**config.mk**
```make
export PLATFORM = sky130hd
export DESIGN_NAME = ofdm_demapper_flat
export DESIGN_NICKNAME = d
export VERILOG_FILES = /design/src/rtl/ofdm_demapper_if.sv /design/src/rtl/ofdm_demapper.sv /design/src/flat_wrapper.sv
export SDC_FILE = /design/constraint.sdc
export NUM_CORES = 1
export LEC_CHECK = 0
export ABC_AREA = 1
export BUFFER_PORTS_ARGS = -buffer_cell sky130_fd_sc_hd__buf_2
export CAP_MARGIN = 20
export CORE_MARGIN = 3
export CORE_UTILIZATION = 55
export DETAILED_ROUTE_END_ITERATION = 12
export PLACE_DENSITY = 0.9
export SETUP_SLACK_MARGIN = 0.1
export SYNTH_ARGS = -nofsm -noshare
export SYNTH_HDL_FRONTEND = slang
export SYNTH_SLANG_ARGS = --single-unit
```
**constraint.sdc**
```tcl
create_clock -name clk -period 6.05 [get_ports clk]
set_input_delay 1.21 -clock clk [delete_from_list [all_inputs] [get_ports clk]]
set_output_delay 1.21 -clock clk [all_outputs]
set_load 0.01 [all_outputs]
```
**src/rtl/ofdm_demapper_if.sv**
```systemverilog
// ofdm_demapper_if: symbol-in / word-out handshake bundle for the OFDM demapper
interface ofdm_demapper_if #(parameter int DATA_WIDTH = 32);
  logic [1:0] scheme_sel;
  logic valid_in;
  logic ready_out;
  logic signed [15:0] I_in;
  logic signed [15:0] Q_in;
  logic [5:0] num_bits;
  logic flush;
  logic [DATA_WIDTH-1:0] data_out;
  logic [5:0] bits_out;
  logic valid_out;
  logic ready_in;
  logic sym_err;
  modport master (
    output scheme_sel, valid_in, I_in, Q_in, num_bits, flush, ready_in,
    input ready_out, data_out, bits_out, valid_out, sym_err
  );
  modport slave (
    input scheme_sel, valid_in, I_in, Q_in, num_bits, flush, ready_in,
    output ready_out, data_out, bits_out, valid_out, sym_err
  );
endinterface

```
**src/rtl/ofdm_demapper.sv**
```systemverilog
// ofdm_demapper: hard-decision QPSK/16-QAM demapper packing bits LSB-first into words
module ofdm_demapper #(
  parameter int DATA_WIDTH = 32,
  parameter int QAM_THRESH = 2
) (
  input logic clk,
  input logic rst,
  ofdm_demapper_if.slave bus
);
  typedef enum logic {ACCUM, OUTPUT} state_t;
  localparam logic signed [15:0] TH = 16'(QAM_THRESH);
  localparam logic [5:0] DW = 6'(DATA_WIDTH);
  state_t state;
  logic [DATA_WIDTH-1:0] acc, acc_n, data_q;
  logic [5:0] cnt, cnt_n, nb, nb_q, bits_q, k;
  logic [1:0] sch, sch_q;
  logic [3:0] sym;
  logic accept, qam, ok, emit, valid_q, err_q;
  // Decide the incoming symbol against the word's scheme and work out the packed next state
  always_comb begin
    accept = bus.valid_in && state == ACCUM;
    sch = cnt == 6'd0 ? bus.scheme_sel : sch_q;
    nb = cnt != 6'd0 ? nb_q : (bus.num_bits == 6'd0 || bus.num_bits > DW) ? DW : bus.num_bits;
    qam = sch == 2'b01;
    ok = !sch[1];
    k = qam ? 6'd4 : 6'd2;
    sym = qam ? {bus.I_in >= 16'sd0, bus.I_in > -TH && bus.I_in < TH,
                 bus.Q_in >= 16'sd0, bus.Q_in > -TH && bus.Q_in < TH}
              : {2'b00, bus.Q_in < 16'sd0, bus.I_in < 16'sd0};
    acc_n = accept && ok ? acc | (DATA_WIDTH'(sym) << cnt) : acc;
    cnt_n = accept && ok ? cnt + k : cnt;
    emit = cnt_n != 6'd0 && (bus.flush || cnt_n >= nb);
  end
  // Accumulate symbols, emit a word when full or flushed, hold it until the sink takes it
  always_ff @(posedge clk or negedge rst) begin
    if (!rst) begin
      state <= ACCUM;
      acc <= '0;
      cnt <= '0;
      nb_q <= DW;
      sch_q <= '0;
      data_q <= '0;
      bits_q <= '0;
      valid_q <= 1'b0;
      err_q <= 1'b0;
    end else if (state == ACCUM) begin
      err_q <= accept && !ok;
      acc <= acc_n;
      cnt <= cnt_n;
      if (accept && cnt == 6'd0) begin
        sch_q <= bus.scheme_sel;
        nb_q <= nb;
      end
      if (emit) begin
        data_q <= acc_n;
        bits_q <= cnt_n;
        valid_q <= 1'b1;
        state <= OUTPUT;
      end
    end else begin
      err_q <= 1'b0;
      if (bus.ready_in) begin
        valid_q <= 1'b0;
        acc <= '0;
        cnt <= '0;
        state <= ACCUM;
      end
    end
  end
  assign bus.ready_out = state == ACCUM;
  assign bus.valid_out = valid_q;
  assign bus.data_out = data_q;
  assign bus.bits_out = bits_q;
  assign bus.sym_err = err_q;
endmodule

```
**src/flat_wrapper.sv**
```systemverilog
// flat-port wrapper written by rule: the top's interface ports become plain ports
module ofdm_demapper_flat 
#(
  parameter int DATA_WIDTH = 32,
  parameter int QAM_THRESH = 2
)
  (clk, rst, bus_scheme_sel, bus_valid_in, bus_I_in, bus_Q_in, bus_num_bits, bus_flush, bus_ready_in, bus_ready_out, bus_data_out, bus_bits_out, bus_valid_out, bus_sym_err);
  ofdm_demapper_if #(.DATA_WIDTH(DATA_WIDTH)) bus_i ();
  input logic clk;
  input logic rst;
  input wire logic [$bits(bus_i.scheme_sel)-1:0] bus_scheme_sel;
  input wire logic [$bits(bus_i.valid_in)-1:0] bus_valid_in;
  input wire logic [$bits(bus_i.I_in)-1:0] bus_I_in;
  input wire logic [$bits(bus_i.Q_in)-1:0] bus_Q_in;
  input wire logic [$bits(bus_i.num_bits)-1:0] bus_num_bits;
  input wire logic [$bits(bus_i.flush)-1:0] bus_flush;
  input wire logic [$bits(bus_i.ready_in)-1:0] bus_ready_in;
  output wire logic [$bits(bus_i.ready_out)-1:0] bus_ready_out;
  output wire logic [$bits(bus_i.data_out)-1:0] bus_data_out;
  output wire logic [$bits(bus_i.bits_out)-1:0] bus_bits_out;
  output wire logic [$bits(bus_i.valid_out)-1:0] bus_valid_out;
  output wire logic [$bits(bus_i.sym_err)-1:0] bus_sym_err;
  assign bus_i.scheme_sel = bus_scheme_sel;
  assign bus_i.valid_in = bus_valid_in;
  assign bus_i.I_in = bus_I_in;
  assign bus_i.Q_in = bus_Q_in;
  assign bus_i.num_bits = bus_num_bits;
  assign bus_i.flush = bus_flush;
  assign bus_i.ready_in = bus_ready_in;
  assign bus_ready_out = bus_i.ready_out;
  assign bus_data_out = bus_i.data_out;
  assign bus_bits_out = bus_i.bits_out;
  assign bus_valid_out = bus_i.valid_out;
  assign bus_sym_err = bus_i.sym_err;
  ofdm_demapper #(.DATA_WIDTH(DATA_WIDTH), .QAM_THRESH(QAM_THRESH)) u_core (.clk(clk), .rst(rst), .bus(bus_i));
endmodule
```
# Yosys cells after proc, flatten, opt, wreduce, memory -nomap -nowiden
# Cells that the tools add are included.
[word_totals]
memories = 0
mem_bits_ro = 0
elab_cells = 61
reg_bits = 87
latchBits = 0
output_inout_bits = 41
ramBits = 0
input_bits = 45
[op_classes]
div_mod_pow = 0
order_cmp = 10
reduce_logical = 18
n_shift = 1
n_mul = 0
bitwise = 2
n_eq_ne = 2
muxes = 18
addsub = 1
[op_table]
columns = ["cell", "count"]
rows = [
  ["32-bit 2-to-1 mux", 3],
  ["16-bit by 1-bit >= comparator with 1-bit output, second input constant", 2],
  ["16-bit by 2-bit greater-than comparator with 1-bit output, second input constant", 2],
  ["16-bit by 1-bit < comparator with 1-bit output, second input constant", 2],
  ["16-bit by 3-bit < comparator with 1-bit output, second input constant", 2],
  ["32-bit OR", 1],
  ["4-bit by 6-bit left shift with 32-bit output", 1],
  ["6-bit 2-to-1 mux", 5],
  ["6-bit zero test", 2],
  ["6-bit nonzero test", 2],
  ["1-bit logical AND", 7],
  ["1-bit 2-to-1 mux", 7],
  ["6-bit adder", 1],
  ["6-bit >= comparator", 1],
  ["6-bit greater-than comparator, second input constant", 1],
  ["2-bit AND reduction", 3],
  ["4-bit 2-to-1 mux", 1],
  ["3-bit 2-to-1 mux", 1],
  ["2-bit by 1-bit equality test with 1-bit output, second input constant", 1],
  ["1-bit logical OR", 2],
  ["2-bit 2-to-1 mux", 1],
  ["2-bit inequality test, second input constant", 1],
  ["2-bit nonzero test", 1],
  ["1-bit zero test", 1],
  ["1-bit inverter", 1],
]

# Logic depth before layout (Yosys ltp)
# Gate-level depths: netlist of run 1.
[depth]
ltp_word = 11
depth_mapped = 26
mapped_depth_nobuf = 23

# Least setup slack after synthesis of run 1
# Ideal clock, no wire load.
[synth_timing]
kind = "input port to flip-flop"
startpoint = "input port bus_scheme_sel[1]"
endpoint = "register u_core.data_q[30], in the netlist u_core.bus.data_out[30]"
path_stages = 21
required_ps = 5931
setup_time_ps = 119
arrival_time_ps = 3539
setup_slack_ps = 2392
path_buffers = 2
cell_sequence = "inv_1 nand4_1 nand2_2 nand2_2 ha_1 ha_1 inv_1 nand2_1 nand2_1 nand2_1 nand2_1 inv_2 ha_1 a21oi_1 nor2_1 a211oi_1 nand3b_1 buf_2 buf_1 nand4_1 nand2_1"
[synth_between]
elab_chain_len = 9
word_cells_on_any_way = 16
classes_between = "add/sub: 1; order compare: 1; eq/ne: 1; shift: 1; mux: 5; bitwise: 1; reduce/logical: 6"
[synth_lines]
columns = ["item", "line", "rtl"]
rows = [
  ["start: declaration", "flat_wrapper.sv:11", "input wire logic [$bits(bus_i.scheme_sel)-1:0] bus_scheme_sel;"],
  ["2-bit 2-to-1 mux *", "ofdm_demapper.sv:22", "sch = cnt == 6'd0 ? bus.scheme_sel : sch_q;"],
  ["2-bit by 1-bit equality test with 1-bit output", "ofdm_demapper.sv:24", "qam = sch == 2'b01;"],
  ["3-bit 2-to-1 mux", "ofdm_demapper.sv:26", "k = qam ? 6'd4 : 6'd2;"],
  ["6-bit adder", "ofdm_demapper.sv:31", "cnt_n = accept && ok ? cnt + k : cnt;"],
  ["6-bit 2-to-1 mux", "ofdm_demapper.sv:31", ""],
  ["6-bit >= comparator", "ofdm_demapper.sv:32", "emit = cnt_n != 6'd0 && (bus.flush || cnt_n >= nb);"],
  ["1-bit logical OR", "ofdm_demapper.sv:32", ""],
  ["1-bit logical AND", "ofdm_demapper.sv:32", ""],
  ["2-bit AND reduction (no line)", "n/a", ""],
  ["end signal: assignment", "ofdm_demapper.sv:55", "data_q <= acc_n;"],
  ["end: declaration", "ofdm_demapper.sv:14", "logic [DATA_WIDTH-1:0] acc, acc_n, data_q;"],
]
# Mark *: on every way between the ends. The rest lies on a longest branch, timed or not.
# A chain may end at the register's enable or synchronous reset.

# Final worst setup path of run 1
[layout_timing]
startpoint = "register u_core.cnt[3]"
endpoint = "register u_core.data_q[8], in the netlist u_core.bus.data_out[8]"
[layout_between]
elab_chain_len = 10
word_cells_on_any_way = 19
classes_between = "add/sub: 1; order compare: 1; eq/ne: 1; shift: 1; mux: 6; bitwise: 1; reduce/logical: 8"
[layout_lines]
columns = ["item", "line", "rtl"]
rows = [
  ["start: declaration", "ofdm_demapper.sv:15", "logic [5:0] cnt, cnt_n, nb, nb_q, bits_q, k;"],
  ["start signal: assignment", "ofdm_demapper.sv:49", "cnt <= cnt_n;"],
  ["6-bit zero test", "ofdm_demapper.sv:22", ""],
  ["2-bit 2-to-1 mux", "ofdm_demapper.sv:22", ""],
  ["2-bit by 1-bit equality test with 1-bit output", "ofdm_demapper.sv:24", ""],
  ["3-bit 2-to-1 mux", "ofdm_demapper.sv:26", ""],
  ["6-bit adder", "ofdm_demapper.sv:31", ""],
  ["6-bit 2-to-1 mux", "ofdm_demapper.sv:31", ""],
  ["6-bit >= comparator", "ofdm_demapper.sv:32", ""],
  ["1-bit logical OR", "ofdm_demapper.sv:32", ""],
  ["1-bit logical AND", "ofdm_demapper.sv:32", ""],
  ["2-bit AND reduction (no line)", "n/a", ""],
]
# Parallel ways exist; a longest one is shown, timed or not.

==> qor.csv, run 1 <==
metric;value;unit
fillers;712;
synth_simple_gate_area_frac;0.381;
worst_pin_slew;872;ps
synth.net_count;711;
fp.dieH;99.6;µm
clockBufferDepth;2;
synth_top_family_by_area;simple AND/OR/NAND/NOR gates;
drt_drc_violations_left;0;
initial_core_util;0.578;
post_synth_most_frequent_cells;231 x sky130_fd_sc_hd__nand2_1, 84 x sky130_fd_sc_hd__dfrtp_1, 75 x sky130_fd_sc_hd__nand4_1;
timing.hold.worst.class;flip-flop to flip-flop;
groute.usage.overall;0.236;
first_pass_iters;5;
average_wire_length_per_cell_after_detail_routing;13.8;µm
async_reset_ff_frac;1.00;
antenna_violating_nets_post_route;0;
worstSetupStartpoint;u_core.cnt[3]$_DFFE_PN0P_;
insertion_delay;370;ps
ctsHtreeMaxLevel;3;
core_area;8340;µm²
clock.fmax;0.236;GHz
grt_start_max_net_pins;86;
via_per_inst;5.52;
min_period_over_period;0.702;
synth.top_cells.by_area;sky130_fd_sc_hd__dfrtp_1 44%, sky130_fd_sc_hd__nand2_1 18%, sky130_fd_sc_hd__nand4_1 9.7%;
worst_flop_to_flop_path_startpoint;u_core.cnt[3]$_DFFE_PN0P_;
number_of_vias_after_detailed_routing;4605;
post-synth-top-count-cell;sky130_fd_sc_hd__nand2_1;
setup_total_negative_slack;0;ps
postCtsResizedCells;0;
critPathLaunchType;flip-flop;
synth_compound_gate_area_share;0.0616;
dieWidth;99.6;µm
synthesis.area;4820;µm²
grt_antenna_before_repair;0;
synth_top_area_share;0.436;
worst_r2r_endpoint;u_core.bus.data_out[8]$_DFFE_PN0P_;
post-cts-setup-buffers;0;
r2r_cells;23;
category_of_the_most_critical_setup_path;flip-flop to flip-flop;
antennaDiodeCount;0;
synth.avg_cell_area;7.31;µm²
synth_top_area_cell;sky130_fd_sc_hd__dfrtp_1;
wl;11500;µm
worstHoldStart;u_core.bus.data_out[31]$_DFFE_PN0P_;
finalSetupViolations;0;
result_of_the_run;complete, no violations;
grt_pass1_vias;4305;
synth.distinct_cells;35;
layout-area-overhead-vs-synth;13.2;%
worstSetupEndpointType;flip-flop;
grt_first_pass_wirelength;19200;µm
grt_overflow_total;0;
power_per_cell_area;444;nW/µm²
total_of_warnings_raised_by_yosys;0;
drive_gt1_frac;0.184;
place.detailed.hpwl;7970;µm
area_of_the_die;9920;µm²
pin_count;86;
drv_cap;0;
detailed_place.area;5220;µm²
num_rows;33;
yosys.area_share.xor_xnor;0.00182;
worst_clock_skew;8.96;ps
netlist_instances;659;
tritoncts;built;
ff2ff_setup_slack;1810;ps
postLayoutCellArea;5450;µm²
critPathArrivalTime;4500;ps
first_iter_violations;380;
setup_repair_after_global_routing_missed_its_margin;no;
muxShareOfSynthArea;0;
synth_adder_area_share;0.0182;
placement.setup.worst_slack;1660;ps
critical_path.max_fanout;39;
gpl_wtd_cong;0.937;
slew_violations;0;
post_cts_hold_buffer_count;0;
final_hold_viol_count;0;
numClockSinks;85;
ys.flop_type;sky130_fd_sc_hd__dfrtp_1;
synth_enable_flop_cells;0;
peakVddDrop;408;µV
critical_path.endpoint;u_core.bus.data_out[8]$_DFFE_PN0P_;
seq_area_frac_synth;0.442;
clock_transition_time_at_the_flip_flop_clock_pins_of_the_worst_setup_and_hold_paths;90;ps
max_slew_margin;0.415;
post_synthesis_register_bit_count;85;
cts-root-buf;sky130_fd_sc_hd__clkbuf_8;
shortest_period_the_worst_path_allows;4240;ps
placement.io_buffers;84;
cp_data_required_time;6300;ps
power.leakage;3.02;nW
final_net_count;776;
cts_buffers;9;
post-route-worst-setup-slack;1810;ps
[area by class of cell]
type                    count  area [µm²]  share of cell area
well taps                 105         131              0.0241
flip-flops and latches     85        2130               0.390
multi-input cells         465        2230               0.409
clock buffers              10         138              0.0252
inverters                  75         282              0.0516
repair buffers             88         473              0.0867
clock inverters             6        70.1              0.0128
[registers in the layout, indices dropped and copies added, names as in the netlist]
| signal | count |
|---|---|
| u_core.sch_q | 2 |
| u_core.nb_q | 6 |
| u_core.acc | 32 |
| u_core.bus.data_out | 32 |
| u_core.cnt | 5 |
| u_core.bus.valid_out | 1 |
| u_core.bus.bits_out | 5 |
| u_core.state | 1 |
| u_core.bus.sym_err | 1 |
[placed cells by master, fill, tap and decap left out, types with 3 or more instances in the layout]
master	count
sky130_fd_sc_hd__nand2_1	231
sky130_fd_sc_hd__dfrtp_1	84
sky130_fd_sc_hd__buf_2	83
sky130_fd_sc_hd__nand4_1	75
sky130_fd_sc_hd__inv_1	70
sky130_fd_sc_hd__o21ai_0	48
sky130_fd_sc_hd__nor2_1	42
sky130_fd_sc_hd__nand3_1	21
sky130_fd_sc_hd__nand2_2	13
sky130_fd_sc_hd__clkbuf_8	10
sky130_fd_sc_hd__ha_1	7
sky130_fd_sc_hd__inv_2	5
sky130_fd_sc_hd__buf_4	4
sky130_fd_sc_hd__o21ai_1	3
sky130_fd_sc_hd__a21oi_1	3
sky130_fd_sc_hd__o22ai_1	3
sky130_fd_sc_hd__clkinvlp_4	3
[worst min-delay path by stage]
stage / depth (start not counted) / to
after floorplan: 2 / u_core.nb_q[1]$_DFFE_PN0P_
after global placement: 2 / u_core.bus.data_out[31]$_DFFE_PN0P_
after detailed placement: 2 / u_core.bus.data_out[19]$_DFFE_PN0P_
after CTS: 2 / u_core.bus.data_out[19]$_DFFE_PN0P_
after global routing: 2 / u_core.bus.data_out[16]$_DFFE_PN0P_
final: 2 / u_core.bus.data_out[31]$_DFFE_PN0P_
[kinds of logic (layout without fill, tap and decap cells)]
kind of cell               count (synthesis)  after routing
AOI/OAI and AO/OA                         58             58
xor gates and xnor gates                   1              1
adders and majority gates                  7              7
buffers and inverters                    109            179
DFF                                       85             85
other                                      1              1
and+or+nand+nor                          398            398
[routing by layer]
layer	global-route usage	up-vias	wire (µm)
met2	0.392	200	5560
met5	0	-	0
met1	0.306	2116	5020
met4	0.0714	0	165
met3	0.0582	24	725
li1	-	2265	-
[worst max-delay path, stage by stage, from the launching register on]
cell	delay [ps]
sky130_fd_sc_hd__dfrtp_1	570
sky130_fd_sc_hd__inv_2	460
sky130_fd_sc_hd__nand3_4	200
sky130_fd_sc_hd__nand2_1	100
sky130_fd_sc_hd__nand2_1	110
sky130_fd_sc_hd__nand2_2	130
sky130_fd_sc_hd__nand2_1	100
sky130_fd_sc_hd__nand2_1	110
sky130_fd_sc_hd__inv_1	50
sky130_fd_sc_hd__ha_1	190
sky130_fd_sc_hd__inv_1	60
sky130_fd_sc_hd__nand2_1	90
sky130_fd_sc_hd__nand2_1	80
sky130_fd_sc_hd__nand2_1	40
sky130_fd_sc_hd__nand2_1	110
sky130_fd_sc_hd__inv_2	60
sky130_fd_sc_hd__ha_1	290
sky130_fd_sc_hd__a21oi_1	70
sky130_fd_sc_hd__nor2_1	80
sky130_fd_sc_hd__a211oi_1	50
sky130_fd_sc_hd__nand3b_1	130
sky130_fd_sc_hd__nand3_2	640
sky130_fd_sc_hd__nand2_1	280
sky130_fd_sc_hd__nand2_1	80
[power by group]
part / internal, mW / leakage (nW) / switching [mW]
clock network: 0.205 / 0.0955 / 0.215
logic: 0.328 / 1.77 / 0.871
registers: 0.702 / 1.16 / 0.102
total: 1.23 / 3.02 / 1.19
[metrics by stage]
stage,std cells,hold slack (ps),power (mW),utilization
finish,834,469,2.42,0.654
global route,834,499,2.62,0.654
CTS,833,474,2.42,0.651
detailed placement,817,453,1.99,0.626
global placement,817,452,1.94,0.626
floorplan,659,448,1.75,-
(Power assumes the default switching activity.)
==> run 2, diff against run 1 <==
--- a/config.mk
+++ b/config.mk
@@ -5,13 +5,13 @@
 export SDC_FILE = /design/constraint.sdc
 export NUM_CORES = 1
 export LEC_CHECK = 0
-export ABC_AREA = 1
+export ABC_AREA = 0
 export BUFFER_PORTS_ARGS = -buffer_cell sky130_fd_sc_hd__buf_2
 export CAP_MARGIN = 20
 export CORE_MARGIN = 3
 export CORE_UTILIZATION = 55
 export DETAILED_ROUTE_END_ITERATION = 12
-export PLACE_DENSITY = 0.9
+export PLACE_DENSITY = 0.91
 export SETUP_SLACK_MARGIN = 0.1
 export SYNTH_ARGS = -nofsm -noshare
 export SYNTH_HDL_FRONTEND = slang
==> constraint.sdc (replaced) <==
create_clock -name clk -period 4 [get_ports clk]
set_input_delay 0.8 -clock clk [delete_from_list [all_inputs] [get_ports clk]]
set_output_delay 0.8 -clock clk [all_outputs]
set_load 0.01 [all_outputs]
==> run 2 against run 1 <==
- die area is 8.6% lower
- first-iteration DRC count is 9.2% higher
- worst setup slack worse by 1500 ps
- highest routed layer unchanged
==> qor.csv, run 2 <==
metric;value;unit;change
synth_compound_gate_area_share;0.174;;+0.112
numPlacedInstances;608;;-26%
layout-area-overhead-vs-synth;20.3;%;
critical_path.max_fanout;8;;-79%
drt_drc_violations_left;0;;unchanged
dieWidth;95.2;µm;-4.4%
max_slew_margin;0.312;;-0.103
total_of_warnings_raised_by_yosys;0;;unchanged
grt_antenna_before_repair;0;;unchanged
final_instance_count_excl_fillers;628;;-25%
antennaDiodeCount;0;;unchanged
final_cell_mix;84 x sky130_fd_sc_hd__dfrtp_1, 83 x sky130_fd_sc_hd__buf_2, 53 x sky130_fd_sc_hd__inv_1;;
number_of_vias_after_detailed_routing;3802;;-17%
clock_transition_time_at_the_flip_flop_clock_pins_of_the_worst_setup_and_hold_paths;90;ps;about the same
average_wire_length_per_cell_after_detail_routing;18.2;µm;+32%
wl;11400;µm;-0.49%
design_power_total;4.01;mW;+66%
insertion_delay;360;ps;about the same
initial_core_util;0.585;;+0.00743
placement.io_buffers;84;;unchanged
antenna_violating_nets_post_route;0;;unchanged
setup_repair_after_global_routing_missed_its_margin;no;;
fillers;558;;-22%
grt_overflow_total;0;;unchanged
synth_top_family_by_area;compound AO/OA/AOI/OAI gates;;
worst_path_top_cell_family_by_delay;compound AO/OA/AOI/OAI gates;;
worst_clock_skew;11.7;ps;+2.77 ps
drv_cap;0;;unchanged
yosys.area_share.xor_xnor;0.00600;;+0.00418
detailed_place.area;4940;µm²;-5.3%
slowest_stage;sky130_fd_sc_hd__or4b_1;;
async_reset_ff_frac;1.00;;unchanged
worstSetupEndpointType;flip-flop;;
synth_adder_area_share;0.0200;;+0.00182
cts-root-buf;sky130_fd_sc_hd__clkbuf_8;;
r2r_cells;14;;-39%
crit_chain;buf_2 -> or4b_1 -> nor2_2 -> nor2_1 -> ha_1 -> ha_1 -> mux2_2 -> ha_1 -> nand2_1 -> a31oi_1 -> a221oi_1 -> o21ai_2 -> o311a_4 -> clkbuf_16 -> mux2i_1;;
seq_area_frac_synth;0.486;;+0.0442
finalSetupViolations;0;;unchanged
grt_first_pass_wirelength;17800;µm;-7.2%
drive_gt1_frac;0.284;;+0.0997
timing.hold.worst.class;input pin to asynchronous set/reset pin;;
synth.net_count;480;;-32%
synth_top_area_share;0.480;;+0.0436
min_period_over_period;0.928;;
grt_start_max_net_pins;86;;unchanged
post_cts_hold_buffer_count;0;;unchanged
pin_count;86;;unchanged
final_cell_utilization_of_the_core;0.703;;+0.0496
muxShareOfSynthArea;0.103;;+0.103
num_rows;31;;-6.1%
shortest_period_the_worst_path_allows;3710;ps;
numClockSinks;85;;unchanged
ys.flop_type;sky130_fd_sc_hd__dfrtp_1;;
slew_violations;0;;unchanged
first_iter_violations;415;;+9.2%
worst_r2r_endpoint;u_core.bus.data_out[5]$_DFFE_PN0P_;;
ctsHtreeMaxLevel;3;;unchanged
synthesis.area;4380;µm²;-9.1%
grt_pass1_vias;3755;;-13%
first_pass_iters;5;;unchanged
peakVddDrop;526;µV;+29%
critPathLaunchType;input pin;;
synth_enable_flop_cells;0;;unchanged
post_synth_most_frequent_cells;84 x sky130_fd_sc_hd__dfrtp_1, 53 x sky130_fd_sc_hd__inv_1, 32 x sky130_fd_sc_hd__a21oi_1;;
netlist_instances;428;;-35%
synth.distinct_cells;63;;+80%
core_area;7490;µm²;-10%
ff2ff_setup_slack;330;ps;-1480 ps
category_of_the_most_critical_setup_path;input pin to flip-flop;;
cts_buffers;9;;unchanged
result_of_the_run;complete, no violations;;
power.leakage;2.54;nW;-16%
synth_top_area_cell;sky130_fd_sc_hd__dfrtp_1;;
clockBufferDepth;2;;unchanged
power_per_cell_area;762;nW/µm²;+71%
final_hold_viol_count;0;;unchanged
critPathArrivalTime;3990;ps;-510 ps
critical_path_cell_count;15;;-35%
post-synth-top-count-cell;sky130_fd_sc_hd__dfrtp_1;;
setup_total_negative_slack;0;ps;unchanged
post_synthesis_register_bit_count;85;;unchanged
via_per_inst;6.05;;+9.6%
worst_pin_slew;1020;ps;+146 ps
synth.top_cells.by_area;sky130_fd_sc_hd__dfrtp_1 48%, sky130_fd_sc_hd__mux2i_1 5.9%, sky130_fd_sc_hd__inv_1 4.5%;;
place.detailed.hpwl;7830;µm;-1.8%
fp.dieH;95.2;µm;-4.4%
gpl_wtd_cong;0.934;;-0.35%
groute.usage.overall;0.251;;+0.0154
area_of_the_die;9070;µm²;-8.6%
cp.buffers_inverters;2;;-2
synth_simple_gate_area_frac;0.133;;-0.248
tritoncts;built;;
synth.avg_cell_area;10.2;µm²;+40%
layout.cells.most_common;sky130_fd_sc_hd__dfrtp_1;;
clock.fmax;0.269;GHz;
slowest_delay;510;ps;-130 ps
worst_flop_to_flop_path_startpoint;u_core.cnt[3]$_DFFE_PN0P_;;
crit_top_cell;sky130_fd_sc_hd__ha_1;;
postLayoutCellArea;5270;µm²;-3.4%
final_net_count;576;;-26%
cp_data_required_time;4280;ps;-2020 ps
run 2: cell count changes in the layout (fill, tap and decap cells not counted), moves of 11 or more:
| cell | before | now |
|---|---|---|
| sky130_fd_sc_hd__a21oi_1 | 3 | 32 |
| sky130_fd_sc_hd__a31oi_1 | 0 | 11 |
| sky130_fd_sc_hd__buf_4 | 4 | 19 |
| sky130_fd_sc_hd__inv_1 | 70 | 53 |
| sky130_fd_sc_hd__mux2_2 | 0 | 11 |
| sky130_fd_sc_hd__mux2i_1 | 0 | 26 |
| sky130_fd_sc_hd__nand2_1 | 231 | 17 |
| sky130_fd_sc_hd__nand2_2 | 13 | 0 |
| sky130_fd_sc_hd__nand2b_1 | 0 | 19 |
| sky130_fd_sc_hd__nand3_1 | 21 | 3 |
| sky130_fd_sc_hd__nand4_1 | 75 | 10 |
| sky130_fd_sc_hd__nor2_1 | 42 | 19 |
| sky130_fd_sc_hd__o21ai_0 | 48 | 10 |
| sky130_fd_sc_hd__o22ai_1 | 3 | 22 |
run 2: layout make-up:
class	instances	area, µm²	share of cell area
clock buffers	10	128	0.0242
clock inverters	6	93.8	0.0178
inverters	53	199	0.0378
multi-input cells	270	1970	0.374
flip-flops and latches	85	2130	0.404
well taps	99	124	0.0235
repair buffers	105	623	0.118
run 2: how the worst max path moves through the flow:
stage / start / end / slack, ps
after global routing: bus_scheme_sel[1] / u_core.bus.data_out[13]$_DFFE_PN0P_ / 110
after floorplan: bus_scheme_sel[1] / u_core.bus.bits_out[3]$_DFFE_PN0P_ / 110
after global placement: bus_scheme_sel[1] / u_core.bus.data_out[10]$_DFFE_PN0P_ / -6
after CTS: bus_scheme_sel[1] / u_core.bus.data_out[4]$_DFFE_PN0P_ / 230
final: bus_scheme_sel[1] / u_core.bus.data_out[5]$_DFFE_PN0P_ / 290
after detailed placement: bus_scheme_sel[1] / u_core.bus.data_out[13]$_DFFE_PN0P_ / -150
run 2: where the power goes:
group          total (mW)  internal [mW]  switching (mW)
Clock               0.678          0.358           0.321
Combinational        1.94          0.817            1.13
Sequential           1.39           1.19           0.204
Total                4.01           2.36            1.65
run 2: logic make-up after synthesis:
logic type	after synthesis
AO/OA/AOI/OAI	112
XOR/XNOR	3
adder cells (fa/ha/maj)	7
buffers and inverters	75
flip-flops	85
multiplexers	43
other	1
AND/OR/NAND/NOR	102
run 2: metrics by stage:
stage | hold WS [ps] | setup WS [ps]
after detailed placement | 473 | -149
after floorplan | 450 | 107
final | 387 | 287
after global routing | 419 | 113
after global placement | 464 | -6.19
after CTS | 491 | 227
run 2: per-layer routing:
metal / track usage / up-vias / wire [µm]
met5: 0 / - / 0
met4: 0.0877 / 0 / 209
met3: 0.0529 / 27 / 843
met2: 0.436 / 183 / 5780
met1: 0.311 / 1871 / 4580
li1: - / 1721 / -
run 2: repair_timing:
action                                  in CTS  in global routing
gates resized for setup                      0                  6
endpoints found under the setup margin       0                 34
hold endpoints to repair                     0                  0
buffers inserted                             0                  0
